File: src/rtl/ddr3_memtest.sv
// ddr3_memtest: AXI4 write/read-back pattern tester for the DDR3 controller.
// Writes an LFSR pattern over NUM_BURSTS INCR bursts, reads it back, and
// counts response, framing and data errors. One transaction is outstanding
// at a time, and every handshake/status output comes straight from a flop.
module ddr3_memtest #(
  parameter int               DATA_WIDTH = 32,
  parameter int               ADDRS      = 27,
  parameter int               REQID      = 4,
  parameter int               BURST_LEN  = 8,
  parameter int               NUM_BURSTS = 64,
  parameter logic [ADDRS-1:0] BASE_ADDR  = {ADDRS{1'b0}},
  parameter logic [31:0]      SEED       = 32'h0000_0001
) (
  input  logic                    clock,
  input  logic                    reset,
  input  logic                    configured_i,
  input  logic                    start_i,
  output logic                    busy_o,
  output logic                    done_o,
  output logic                    pass_o,
  output logic [15:0]             err_count_o,
  output logic                    awvalid_o,
  input  logic                    awready_i,
  output logic [ADDRS-1:0]        awaddr_o,
  output logic [REQID-1:0]        awid_o,
  output logic [7:0]              awlen_o,
  output logic [1:0]              awburst_o,
  output logic                    wvalid_o,
  input  logic                    wready_i,
  output logic                    wlast_o,
  output logic [DATA_WIDTH/8-1:0] wstrb_o,
  output logic [DATA_WIDTH-1:0]   wdata_o,
  input  logic                    bvalid_i,
  output logic                    bready_o,
  input  logic [1:0]              bresp_i,
  input  logic [REQID-1:0]        bid_i,
  output logic                    arvalid_o,
  input  logic                    arready_i,
  output logic [ADDRS-1:0]        araddr_o,
  output logic [REQID-1:0]        arid_o,
  output logic [7:0]              arlen_o,
  output logic [1:0]              arburst_o,
  input  logic                    rvalid_i,
  output logic                    rready_o,
  input  logic                    rlast_i,
  input  logic [1:0]              rresp_i,
  input  logic [REQID-1:0]        rid_i,
  input  logic [DATA_WIDTH-1:0]   rdata_i
);

  localparam logic [2:0] ST_IDLE    = 3'd0;
  localparam logic [2:0] ST_WR_ADDR = 3'd1;
  localparam logic [2:0] ST_WR_DATA = 3'd2;
  localparam logic [2:0] ST_WR_RESP = 3'd3;
  localparam logic [2:0] ST_RD_ADDR = 3'd4;
  localparam logic [2:0] ST_RD_DATA = 3'd5;
  localparam logic [2:0] ST_DONE    = 3'd6;

  localparam int               BCW         = (NUM_BURSTS > 1) ? $clog2(NUM_BURSTS) : 1;
  localparam logic [BCW-1:0]   LAST_BURST  = BCW'(NUM_BURSTS - 1);
  localparam logic [BCW-1:0]   BURST_ONE   = BCW'(1);
  localparam logic [7:0]       LAST_BEAT   = 8'(BURST_LEN - 1);
  localparam logic [ADDRS-1:0] BURST_BYTES = ADDRS'(BURST_LEN * 4);
  // A zero seed would lock the LFSR at zero, so it is replaced by 1.
  localparam logic [31:0]      SEED_EFF    = (SEED == 32'h0000_0000) ? 32'h0000_0001 : SEED;

  // Galois LFSR step shared by the write generator and the read checker.
  function automatic logic [31:0] lfsr_next(input logic [31:0] s);
    lfsr_next = {1'b0, s[31:1]} ^ (s[0] ? 32'h8020_0003 : 32'h0000_0000);
  endfunction

  logic [2:0]       state_r;
  logic [31:0]      lfsr_r;
  logic [ADDRS-1:0] addr_r;
  logic [BCW-1:0]   burst_r;
  logic [7:0]       beat_r;
  logic [15:0]      err_cnt_r;
  logic             awvalid_r, wvalid_r, wlast_r, bready_r, arvalid_r, rready_r;
  logic             busy_r, done_r, pass_r;
  logic             err_hit_s;
  logic [15:0]      err_next_s;
  logic             unused_s;

  assign awaddr_o    = addr_r;
  assign araddr_o    = addr_r;
  assign awid_o      = {REQID{1'b0}};
  assign arid_o      = {REQID{1'b0}};
  assign awlen_o     = LAST_BEAT;
  assign arlen_o     = LAST_BEAT;
  assign awburst_o   = 2'b01;
  assign arburst_o   = 2'b01;
  assign wstrb_o     = {(DATA_WIDTH/8){1'b1}};
  assign wdata_o     = lfsr_r;
  assign awvalid_o   = awvalid_r;
  assign wvalid_o    = wvalid_r;
  assign wlast_o     = wlast_r;
  assign bready_o    = bready_r;
  assign arvalid_o   = arvalid_r;
  assign rready_o    = rready_r;
  assign busy_o      = busy_r;
  assign done_o      = done_r;
  assign pass_o      = pass_r;
  assign err_count_o = err_cnt_r;
  // Response IDs are always 0 with a single outstanding transaction.
  assign unused_s    = ^{bid_i, rid_i};

  // Error detection for the current cycle's handshake and saturating increment.
  always_comb begin
    err_hit_s  = 1'b0;
    err_next_s = err_cnt_r;
    case (state_r)
      ST_WR_RESP: begin
        if (bvalid_i && bready_r) begin
          err_hit_s = (bresp_i != 2'b00);
        end else begin
          err_hit_s = 1'b0;
        end
      end
      ST_RD_DATA: begin
        if (rvalid_i && rready_r) begin
          err_hit_s = (rdata_i != lfsr_r) || (rresp_i != 2'b00) ||
                      (rlast_i != (beat_r == LAST_BEAT));
        end else begin
          err_hit_s = 1'b0;
        end
      end
      default: err_hit_s = 1'b0;
    endcase
    if (err_hit_s && (err_cnt_r != 16'hFFFF)) begin
      err_next_s = err_cnt_r + 16'd1;
    end else begin
      err_next_s = err_cnt_r;
    end
  end

  // Test sequencer: FSM, pattern/address generators and registered outputs.
  always_ff @(posedge clock) begin
    if (reset) begin
      state_r   <= ST_IDLE;
      lfsr_r    <= SEED_EFF;
      addr_r    <= BASE_ADDR;
      burst_r   <= {BCW{1'b0}};
      beat_r    <= 8'd0;
      err_cnt_r <= 16'd0;
      awvalid_r <= 1'b0;
      wvalid_r  <= 1'b0;
      wlast_r   <= 1'b0;
      bready_r  <= 1'b0;
      arvalid_r <= 1'b0;
      rready_r  <= 1'b0;
      busy_r    <= 1'b0;
      done_r    <= 1'b0;
      pass_r    <= 1'b0;
    end else begin
      err_cnt_r <= err_next_s;
      case (state_r)
        ST_IDLE, ST_DONE: begin
          if (start_i && configured_i) begin
            state_r   <= ST_WR_ADDR;
            lfsr_r    <= SEED_EFF;
            addr_r    <= BASE_ADDR;
            burst_r   <= {BCW{1'b0}};
            beat_r    <= 8'd0;
            err_cnt_r <= 16'd0;
            awvalid_r <= 1'b1;
            busy_r    <= 1'b1;
            done_r    <= 1'b0;
            pass_r    <= 1'b0;
          end
        end
        ST_WR_ADDR: begin
          if (awready_i) begin
            awvalid_r <= 1'b0;
            wvalid_r  <= 1'b1;
            wlast_r   <= (LAST_BEAT == 8'd0);
            beat_r    <= 8'd0;
            state_r   <= ST_WR_DATA;
          end
        end
        ST_WR_DATA: begin
          if (wready_i) begin
            lfsr_r <= lfsr_next(lfsr_r);
            if (beat_r == LAST_BEAT) begin
              wvalid_r <= 1'b0;
              wlast_r  <= 1'b0;
              bready_r <= 1'b1;
              state_r  <= ST_WR_RESP;
            end else begin
              beat_r  <= beat_r + 8'd1;
              wlast_r <= ((beat_r + 8'd1) == LAST_BEAT);
            end
          end
        end
        ST_WR_RESP: begin
          if (bvalid_i) begin
            bready_r <= 1'b0;
            if (burst_r == LAST_BURST) begin
              lfsr_r    <= SEED_EFF;
              addr_r    <= BASE_ADDR;
              burst_r   <= {BCW{1'b0}};
              arvalid_r <= 1'b1;
              state_r   <= ST_RD_ADDR;
            end else begin
              addr_r    <= addr_r + BURST_BYTES;
              burst_r   <= burst_r + BURST_ONE;
              awvalid_r <= 1'b1;
              state_r   <= ST_WR_ADDR;
            end
          end
        end
        ST_RD_ADDR: begin
          if (arready_i) begin
            arvalid_r <= 1'b0;
            rready_r  <= 1'b1;
            beat_r    <= 8'd0;
            state_r   <= ST_RD_DATA;
          end
        end
        ST_RD_DATA: begin
          if (rvalid_i) begin
            lfsr_r <= lfsr_next(lfsr_r);
            if (beat_r == LAST_BEAT) begin
              rready_r <= 1'b0;
              addr_r   <= addr_r + BURST_BYTES;
              if (burst_r == LAST_BURST) begin
                busy_r  <= 1'b0;
                done_r  <= 1'b1;
                pass_r  <= (err_next_s == 16'd0);
                state_r <= ST_DONE;
              end else begin
                burst_r   <= burst_r + BURST_ONE;
                arvalid_r <= 1'b1;
                state_r   <= ST_RD_ADDR;
              end
            end else begin
              beat_r <= beat_r + 8'd1;
            end
          end
        end
        default: begin
          state_r <= ST_IDLE;
        end
      endcase
    end
  end

endmodule
File: config.mk
export PLATFORM = sky130hd
export DESIGN_NAME = ddr3_memtest
export DESIGN_NICKNAME = d
export VERILOG_FILES = /design/src/rtl/ddr3_memtest.sv
export SDC_FILE = /design/constraint.sdc
export NUM_CORES = 1
export LEC_CHECK = 0
export ABC_AREA = 0
export BUFFER_PORTS_ARGS = -buffer_cell sky130_fd_sc_hd__buf_4
export CAP_MARGIN = 10
export CORE_UTILIZATION = 46
export DETAILED_ROUTE_END_ITERATION = 10
export GPL_TIMING_DRIVEN = 0
export PLACE_DENSITY = 0.77
export SYNTH_ARGS = -nofsm -noshare
export SYNTH_HDL_FRONTEND = slang
export SYNTH_SLANG_ARGS = --single-unit
File: constraint.sdc
create_clock -name clock -period 2.75 [get_ports clock]
set_clock_uncertainty 0.1 [all_clocks]
set_input_delay 0.275 -clock clock [delete_from_list [all_inputs] [get_ports clock]]
set_output_delay 0.275 -clock clock [all_outputs]
set_load 0.01 [all_outputs]
**Word-level counts from Yosys, hierarchy flattened**

Index checks and enable logic that the tools add are counted.

- Add/subtract/negate cells: 4
- Equality and inequality tests: 24
- Multiplexer cells: 81
- Bitwise gates (word level): 1
- Reductions and logical operators: 32

Operators with widths:

| cell | count |
|---|---|
| 32-bit 2-to-1 mux | 6 |
| 27-bit 2-to-1 mux | 5 |
| 32-bit one-hot mux with 4 select lines | 1 |
| 27-bit one-hot mux with 3 select lines | 1 |
| 16-bit 2-to-1 mux | 3 |
| 8-bit 2-to-1 mux | 6 |
| 8-bit one-hot mux with 5 select lines | 1 |
| 6-bit 2-to-1 mux | 6 |
| 32-bit != test | 1 |
| 31-bit by 32-bit XOR with 32-bit output | 1 |
| 1-bit 2-to-1 mux | 30 |
| 27-bit by 6-bit adder with 27-bit output (second input constant) | 1 |
| 3-bit 2-to-1 mux | 9 |
| 2-bit != test (second input constant) | 12 |
| 3-bit one-hot mux with 6 select lines | 1 |
| 6-bit one-hot mux with 3 select lines | 1 |
| 6-bit AND reduction | 3 |
| 16-bit by 1-bit adder with 16-bit output (second input constant) | 1 |
| 8-bit by 3-bit equality test with 1-bit output (second input constant) | 2 |
| 16-bit zero test | 1 |
| 16-bit != test (second input constant) | 1 |
| 1-bit one-hot mux with 2 select lines | 8 |
| 5-bit AND reduction | 3 |
| 4-bit AND reduction | 3 |
| 20 further kinds | 35 |

- Register bits: 101
- Bits of input ports: 54
- Word-level logic and storage cells: 157

**Depth between registers and ports, before layout**

Gate-level depths: netlist of the first run.

- Word-level depth: 12
- Depth in mapped cells: 12

**Worst setup path before layout of the first run**

No wires, ideal clock.

- Kind: flip-flop to flip-flop
- Start point: register beat_r[1]
- End point: register addr_r[21] (netlist: araddr_o[21])
- Setup time: 0.070 ns
- Arrival time: 2.645 ns
- Data required time: 2.580 ns
- Path slack: -0.065 ns
- Stages on the path, launching flop included: 10
- Path buffers: 0
- Clock period less this slack: 2.815 ns
- Path through: dfxtp_1 > ha_1 > and4bb_1 > nand3_1 > mux2_4 > a211oi_4 > nand4_4 > or3_4 > or3_1 > a21oi_1

- Word-level cells in the longest chain between the ends: 3

Ends and longest elaborated chain:

| item | RTL line | RTL |
|---|---|---|
| start: declaration | 76 | `logic [7:0] beat_r;` |
| start signal: assignment | 189 | `beat_r <= beat_r + 8'd1;` |
| start signal: assignment | 236 | `beat_r <= beat_r + 8'd1;` |
| 8-bit by 3-bit equality test with 1-bit output | 222 | `if (beat_r == LAST_BEAT) begin` |
| 2-bit != test (no line) | -- |  |
| 5-bit AND reduction (no line) | -- |  |
| end signal: assignment | 204 | `addr_r <= addr_r + BURST_BYTES;` |
| end signal: assignment | 224 | `addr_r <= addr_r + BURST_BYTES;` |
| end: declaration | 74 | `logic [ADDRS-1:0] addr_r;` |

Every way passes these cells.
A chain may end at the register's enable or synchronous reset.

**Worst setup path after layout of the first run**

- Start point: register beat_r[1]
- End point: register pass_r (netlist: pass_o)

- Word-level cells in the longest chain between the ends: 12
- Elaborated cells between the ends (all ways): 14
- Those cells by class: eq/ne (3); mux (7); reduce/logical (4)

Ends and longest elaborated chain:

| item | RTL line | RTL |
|---|---|---|
| 8-bit by 3-bit equality test with 1-bit output (*) | 122, 222 |  |
| 1-bit != test | 122 | `(rlast_i != (beat_r == LAST_BEAT));` |
| 1-bit logical OR | 121 | `err_hit_s = (rdata_i != lfsr_r) \|\| (rresp_i != 2'b00) \|\|` |
| 1-bit 2-to-1 mux | 120 | `if (rvalid_i && rready_r) begin` |
| 1-bit one-hot mux with 2 select lines | 111 | `case (state_r)` |
| 1-bit logical AND | 129 | `if (err_hit_s && (err_cnt_r != 16'hFFFF)) begin` |
| 16-bit 2-to-1 mux | 129 |  |
| 16-bit zero test | 228 | `pass_r <= (err_next_s == 16'd0);` |
| 1-bit 2-to-1 mux | 225 | `if (burst_r == LAST_BURST) begin` |
| 1-bit 2-to-1 mux | 222 |  |
| 1-bit 2-to-1 mux | 220 | `if (rvalid_i) begin` |
| 1-bit one-hot mux with 2 select lines | 156 | `case (state_r)` |
| end signal: assignment | 228 |  |
| end: declaration | 79 | `logic busy_r, done_r, pass_r;` |

Mark *: on every way between the ends. The rest lies on a longest branch, timed or not. The select of a mux whose other input is x is not followed.

==> results of run 1 <==
## per-layer routing
layer  wire [µm]  share of wire [%]  global-route usage (%)  vias to the layer above
li1            -                  -                       -                     2670
met1        6268                 43                   28.67                     2473
met2        7312                 50                   39.47                      182
met3         819                5.6                   4.821                       16
met4         200                1.4                   6.930                        0
met5           0                  0                       0                        -
## cell usage in the layout, fill, tap and decap left out, types with 5 or more instances in the layout
cell type,count
nand3_1,17
dfxtp_1,89
nor3b_1,7
or3_1,7
a211oi_1,5
a21oi_1,25
xnor2_1,45
mux2i_1,37
o21ai_0,26
dfxtp_2,5
and3_1,15
buf_2,8
xor2_1,29
nor3_1,12
clkbuf_16,9
nor2_1,105
buf_4,223
conb_1,42
inv_1,8
nand2_1,43
nand4_1,26
clkbuf_1,12
## cells by family (layout without fill, tap and decap cells)
| family | Yosys count | after routing | share of synthesized area, % |
|---|---|---|---|
| AO/OA/AOI/OAI | 90 | 90 | 10.20 |
| XOR/XNOR | 76 | 76 | 11.91 |
| adder cells (fa/ha/maj) | 6 | 6 | 1.328 |
| buffers and inverters | 105 | 273 | 11.37 |
| flip-flops | 96 | 96 | 33.99 |
| multiplexers | 41 | 41 | 7.413 |
| other | 2 | 42 | 0.1328 |
| AND/OR/NAND/NOR | 270 | 270 | 23.66 |
## worst register-to-register path: cells and delay by family (launching register included)
family / cells / cell delay (ns)
AOI/OAI and AO/OA: 2 / 0.61
xor gates and xnor gates: 1 / 0.17
adders and majority gates: 1 / 0.16
DFF: 1 / 0.36
and+or+nand+nor: 6 / 1.24
## power groups by stage
stage                     registers [W]  clock network, W  logic (W)
after global placement          0.00158                 0    0.00160
after CTS                       0.00155           0.00126    0.00173
after global routing            0.00157           0.00130    0.00196
after detailed placement        0.00158                 0    0.00163
after floorplan                 0.00158                 0    0.00118
final                           0.00156           0.00124    0.00181
## cell type report
| type | count | share of cell area (%) |
|---|---|---|
| buffer | 91 | 7.892 |
| clock buffer | 11 | 3.301 |
| clock inverter | 4 | 0.4739 |
| inverter | 8 | 0.3922 |
| multi-input combinational | 525 | 44.62 |
| sequential | 96 | 25.28 |
| tap | 147 | 2.402 |
| timing repair buffer | 159 | 15.64 |
## stage by stage
step / setup WS (ns) / util, % / TNS, ns / hold WS, ns / instances
finish: 0.009640 / 63.75 / 0 / 0.1241 / 1041
global route: -0.03618 / 63.75 / -0.06495 / 0.1374 / 1041
CTS: 0.008510 / 62.77 / 0 / 0.1211 / 1040
detailed placement: -0.6324 / 58.94 / -23.93 / 0.3529 / 1018
global placement: -0.5769 / 58.94 / -21.63 / 0.3486 / 1018
floorplan: 0.01686 / - / 0 / 0.3359 / 726
## cells in the mapped netlist (4+ instances only)
| library cell | n |
|---|---|
| o22ai_1 | 4 |
| a21oi_1 | 27 |
| nor2b_1 | 5 |
| clkbuf_1 | 23 |
| nand4_1 | 26 |
| nor3b_1 | 7 |
| xor2_1 | 29 |
| o21ai_0 | 26 |
| buf_4 | 64 |
| ha_1 | 6 |
| nand2b_1 | 5 |
| mux2i_1 | 37 |
| nor2_1 | 108 |
| and3_1 | 15 |
| nor4_1 | 4 |
| buf_2 | 7 |
| nor3_1 | 14 |
| nand2_1 | 44 |
| or3_1 | 8 |
| inv_1 | 8 |
| nand3_1 | 19 |
| a211oi_1 | 5 |
| dfxtp_1 | 96 |
| xnor2_1 | 46 |
## sequential cells by signal, indices dropped and copies added, names as in the netlist
register / flops
done_o: 1
bready_o: 1
awvalid_o: 1
beat_r: 8
state_r: 3
wdata_o: 32
arvalid_o: 1
busy_o: 1
wvalid_o: 1
rready_o: 1
burst_r: 6
err_count_o: 16
araddr_o: 22
wlast_o: 1
pass_o: 1
## worst max path at each step
stage                           endpoint               startpoint  cells after the start
2_1_floorplan  araddr_o[21]$_SDFFE_PP0P_   beat_r[1]$_SDFFE_PP0P_                      9
3_3_place_gp    wdata_o[11]$_SDFFE_PP0P_  state_r[2]$_SDFFE_PP0P_                      9
3_5_place_dp    wdata_o[31]$_SDFFE_PP0P_  state_r[2]$_SDFFE_PP0P_                      9
4_1_cts              pass_o$_SDFFE_PP0P_  state_r[2]$_SDFFE_PP0P_                     10
5_1_grt              pass_o$_SDFFE_PP0P_   beat_r[1]$_SDFFE_PP0P_                     10
6_report             pass_o$_SDFFE_PP0P_   beat_r[1]$_SDFFE_PP0P_                     10
## what timing repair did
item | in CTS | in global routing
gates resized for setup | 29 | 27
pin swaps | 5 | 10
buffers inserted | 8 | 6
endpoints found under the setup margin | 68 | 61
==> results.md, run 1 <==
- Status: finished clean
- Final Hold Viols: 0
- CTS Buffer Depth: 2
- Async set-reset flop share out of synthesis: 0%
- Register area: roughly 1900 µm²
- Final Setup Violations: 0
- Gr usage total: 22.86%
- Initial antenna violation count: 0
- Psw: 0.001692 W
- CP Data Arrival Time: 2.90 ns
- Synth Cell Area: approximately 5700 µm²
- Hold Crit Endpoint: wvalid_o$_SDFFE_PP0P_
- Slew @ Worst Pin: 0.7864 ns
- P_int: slightly below 0.003 W
- WL/cell: between 10 and 15 µm
- Clock share of power: roughly 27%
- HP Start: awready_i
- Critical path class: register to register
- Min Tclk post-route: between 2 and 3 ns
- Die X: between 100 and 150 µm
- Reg power frac: roughly 34%
- Combinational share of power: 39.4%
- DRC: 0
- Final instance area: 7657 µm²
- Worst Path Required: 2.91 ns
- EDFF count, synth: 0
- Largest net degree at the start of global routing: 17
- Worst-Skew Late Latency: about 0.35 ns
- Die height: around 110 µm
- CTS sink count: between 90 and 100
- Multi-input logic area: between 3000 and 4000 µm²
- Final wirelength: 14600 µm
- Total CTS buffers: 9
- Top-area cell type share of the netlist area: about 34%
- Fraction of layout cells with a size suffix above 1: between 30% and 40%
- Fmax achieved: around 360 MHz
- CTS hold repair buffers: 0
- Yosys warning count: 0
- Area Overhead vs Synth: 35.43%
- Peak supply drop: ~0.38 mV
- Register area share after synthesis: ~34%
- Fillcell total: about 1100
- Number of global-route vias before repair: around 4800
- CTS H-tree lvls: 3
- IO Count: approximately 200
- CTS tree: yes
- GPL Wtd Cong: 0.9096
- CP peak stage delay: ~0.36 ns
- Largest delay contributor family on the critical path: simple AND/OR/NAND/NOR gates
- Die area: between 10000 and 15000 µm²
- Power Dens Cells: 601.4 nW/µm²
- DRT Pass-1 Iters: 5
- Vias: ~5300
- Nets@finish: 950
- Root buffer cell: clkbuf_16
- Clock transition at path regs: 0.07 ns
- Reg-to-Reg Start: beat_r[1]$_SDFFE_PP0P_
- Core area: ~12000 µm²
- Worst-path cell chain: ha_4 -> and4bb_2 -> and2_2 -> xnor2_2 -> and4_2 -> nor3_4 -> nor2b_4 -> nand4_1 -> a221o_1 -> o31ai_1
- Avg Inst Size Synth: 8.242 µm²
- Post-DP HPWL: 10930 µm
- CP Max Fanout: 5
- Hold depth: 3
- Unrepaired setup endpoints after global routing: true
- Final worst path period share: ~100%
- Top post-synthesis cells by area: dfxtp_1, buf_4, nor2_1
- Slowest stage cell, crit path: dfxtp_4
- Slew HR: 47.46%
- Antenna diodes: 0
- DP Area: about 7100 µm²
- Number of synthesized register bits: 96
- Max-cap violation count: 0
- Leakage Power: 3.289 nW
- First-pass GRT wire length: roughly 24000 µm
- Worst path bufs/invs: 0
- Global route overflow: 0
- Reg2reg setup slack: 0.01 ns
- Reg2reg path depth: 10
- Min-delay worst type: primary input to register
- Sw frac: 36.74%
- Vias/cell: between 5 and 6
- Std-Cell Rows: 40
- Unique masters post-synth: between 60 and 70
- Top_reg_cell synth: dfxtp_1
- Port bufs: ~150
- Starting DRT DRC Count: between 300 and 400
- Initial Utilization: ~47%
- Crit. End Element: register
- Startpoint types: register
- Syn Inst Count: roughly 700
- Final Max Slew Viols: 0
- Reg-to-Reg End: pass_o$_SDFFE_PP0P_
- Pwr Total: roughly 0.0046 W
- Post-DRT Antenna Nets: 0
- Synth area leader: dfxtp_1
(Power assumes the default switching activity.)
==> run 2, diff against run 1 <==
Settings changed: CELL_PAD_IN_SITES_DETAIL_PLACEMENT from default to 2, CELL_PAD_IN_SITES_GLOBAL_PLACEMENT from default to 2, CORE_UTILIZATION 46 to 26, PLACE_DENSITY 0.77 to 0.78.
==> run 2 against run 1 <==
Via count up 3.8%. Critical endpoint unchanged. Routed wire length up 41%. First-iteration DRC count shrank 55%. Largest power group unchanged. Sequential share of layout area decreased by 1.1 points. Combinational power increased by 15%. Non-clock buffer count grew 9. Maximum frequency up 0.44%. Register-to-register slack hardly changed.
==> results.md, run 2 (same netlist as run 1, synthesis figures left out) <==
- Worst-Skew Late Latency: 0.35 ns (about the same)
- Slew HR: 59.87% (+12 points)
- Min Tclk post-route: 2.728 ns (-0.01191 ns)
- Crit. End Element: register
- Worst Path Required: 2.92 ns (about the same)
- Startpoint types: register
- Non-Filler Instances: 1179 (+13%)
- Gr usage total: 18.17% (-4.7 points)
- Die X: 149.5 µm (+32%)
- Total CTS buffers: 9 (unchanged)
- Vias/cell: 4.701 (-8.4%)
- WL/cell: 17.48 µm (+25%)
- Nets@finish: 959 (+0.95%)
- Slew @ Worst Pin: 0.6019 ns (-0.1844 ns)
- Area Overhead vs Synth: 41.65%
- Die area: 22340 µm² (+75%)
- Post-DRT Antenna Nets: 0 (unchanged)
- Power Dens Cells: 620.0 nW/µm² (+3.1%)
- GPL Wtd Cong: 0.7926 (-13%)
- Final Setup Violations: 0 (unchanged)
- IO Count: 197 (unchanged)
- CTS hold repair buffers: 0 (unchanged)
- Antenna diodes: 0 (unchanged)
- Placed instance count: 1146 (+13%)
- Vias: 5543 (+3.8%)
- CTS tree: yes
- Global route overflow: 0 (unchanged)
- Max reg flops: 32 (unchanged)
- Initial antenna violation count: 0 (unchanged)
- Leakage Power: 3.373 nW (+2.5%)
- Max-cap violation count: 0 (unchanged)
- DRT Pass-1 Iters: 4 (-1)
- Final wirelength: 20610 µm (+41%)
- Root buffer cell: clkbuf_16
- Min-delay worst type: primary input to register
- Worst-case hold slack: 0.1302 ns (+0.006070 ns)
- CTS H-tree lvls: 3 (unchanged)
- Hold depth: 3 (unchanged)
- Port bufs: 145 (unchanged)
- Largest net degree at the start of global routing: 17 (unchanged)
- Post-DP HPWL: 15050 µm (+38%)
- Starting DRT DRC Count: 146 (-55%)
- Core Util, Final: 37.86% (-26 points)
- Final Max Slew Viols: 0 (unchanged)
- CP Data Arrival Time: 2.90 ns (about the same)
- DRC: 0 (unchanged)
- Fmax achieved: 366.5 MHz (+0.44%)
- CTS sink count: 96 (unchanged)
- First-pass GRT wire length: 31300 µm (+33%)
- Clock transition at path regs: 0.07 ns (about the same)
- Fraction of layout cells with a size suffix above 1: 34.96% (+2.1 points)
- CP peak stage delay: 0.42 ns (+0.06 ns)
- Number of global-route vias before repair: 5716 (+19%)
- Setup TNS: 0 ns (unchanged)
- Initial Utilization: 26.73% (-20 points)
- Final Hold Viols: 0 (unchanged)
- Worst-path cell chain: ha_4 -> and4bb_1 -> and2_2 -> xnor2_4 -> and4_4 -> nor3_4 -> a2111o_1 -> o21ai_0 -> o2111ai_1 -> o31ai_1
- Reg2reg path depth: 10 (unchanged)
- Peak supply drop: 0.3879 mV (+2.0%)
- Unrepaired setup endpoints after global routing: true
- Slowest stage cell, crit path: a2111o_1
- Commonest non-fill, non-tap cell in the layout: buf_4
- Critical path class: register to register
- Core area: 21150 µm² (+76%)
- Most frequent cells in the layout: buf_4, nor2_1, dfxtp_1
- Die height: 149.5 µm (+32%)
- CTS Buffer Depth: 2 (unchanged)
- Std-Cell Rows: 53 (+33%)
- Status: finished clean
- CP Max Fanout: 5 (unchanged)
- Final worst path period share: 99.22% (-0.43 points)
run 2: through the flow:
stage / worst slack, ns / total power (W) / area (µm²)
6_report: 0.02155 / 0.004965 / 8009
5_1_grt: -0.1094 / 0.005210 / 8009
4_1_cts: 0.009885 / 0.004798 / 7820
3_5_place_dp: -0.8544 / 0.003296 / 7239
3_3_place_gp: -0.8122 / 0.003271 / 7239
2_1_floorplan: 0.01686 / 0.002763 / 5807
run 2: worst paths after layout:
kind	start	end	slack, ns
worst max-delay path	beat_r[1]$_SDFFE_PP0P_	pass_o$_SDFFE_PP0P_	0.02
worst min-delay path	awready_i	wvalid_o$_SDFFE_PP0P_	0.13
worst max register to register	beat_r[1]$_SDFFE_PP0P_	pass_o$_SDFFE_PP0P_	0.02
worst min register to register	wlast_o$_SDFFE_PP0P_	wlast_o$_SDFFE_PP0P_	0.36
run 2: cell type report:
cell class	count	area, µm²
buffer	90	618.1
clock buffer	9	225.2
clock inverter	7	70.07
fill	2407	13150
inverter	8	30.03
multi-input combinational	525	3503
sequential	96	1938
tap	275	344.1
timing repair buffer	169	1280
run 2: worst max-delay path: cells and delay by family, from the launching register on:
kind	cells	cell delay (ns)
flip-flops	1	0.36
adder cells (fa/ha/maj)	1	0.15
AO/OA/AOI/OAI	4	0.99
XOR/XNOR	1	0.20
AND/OR/NAND/NOR	4	0.86
run 2: metal layers:
layer  part of all wire [%]  vias up  GRT usage, %
li1                       -     2676             -
met1                     43     2722         21.82
met2                     51      123         33.08
met3                    3.5       22         2.561
met4                    1.7        0         5.561
met5                      0        -             0
run 2: power by group:
part           total (W)  internal, W  switching, W
logic            0.00209     0.000913       0.00118
registers        0.00157      0.00147      0.000102
clock network    0.00131     0.000707      0.000601
total            0.00497      0.00309       0.00188
run 2: what timing repair did:
item	4_1_cts	5_1_grt
gates cloned	0	0
endpoints found under the setup margin	79	61
pin swaps	6	17
resized for setup	45	34
buffers inserted	16	10
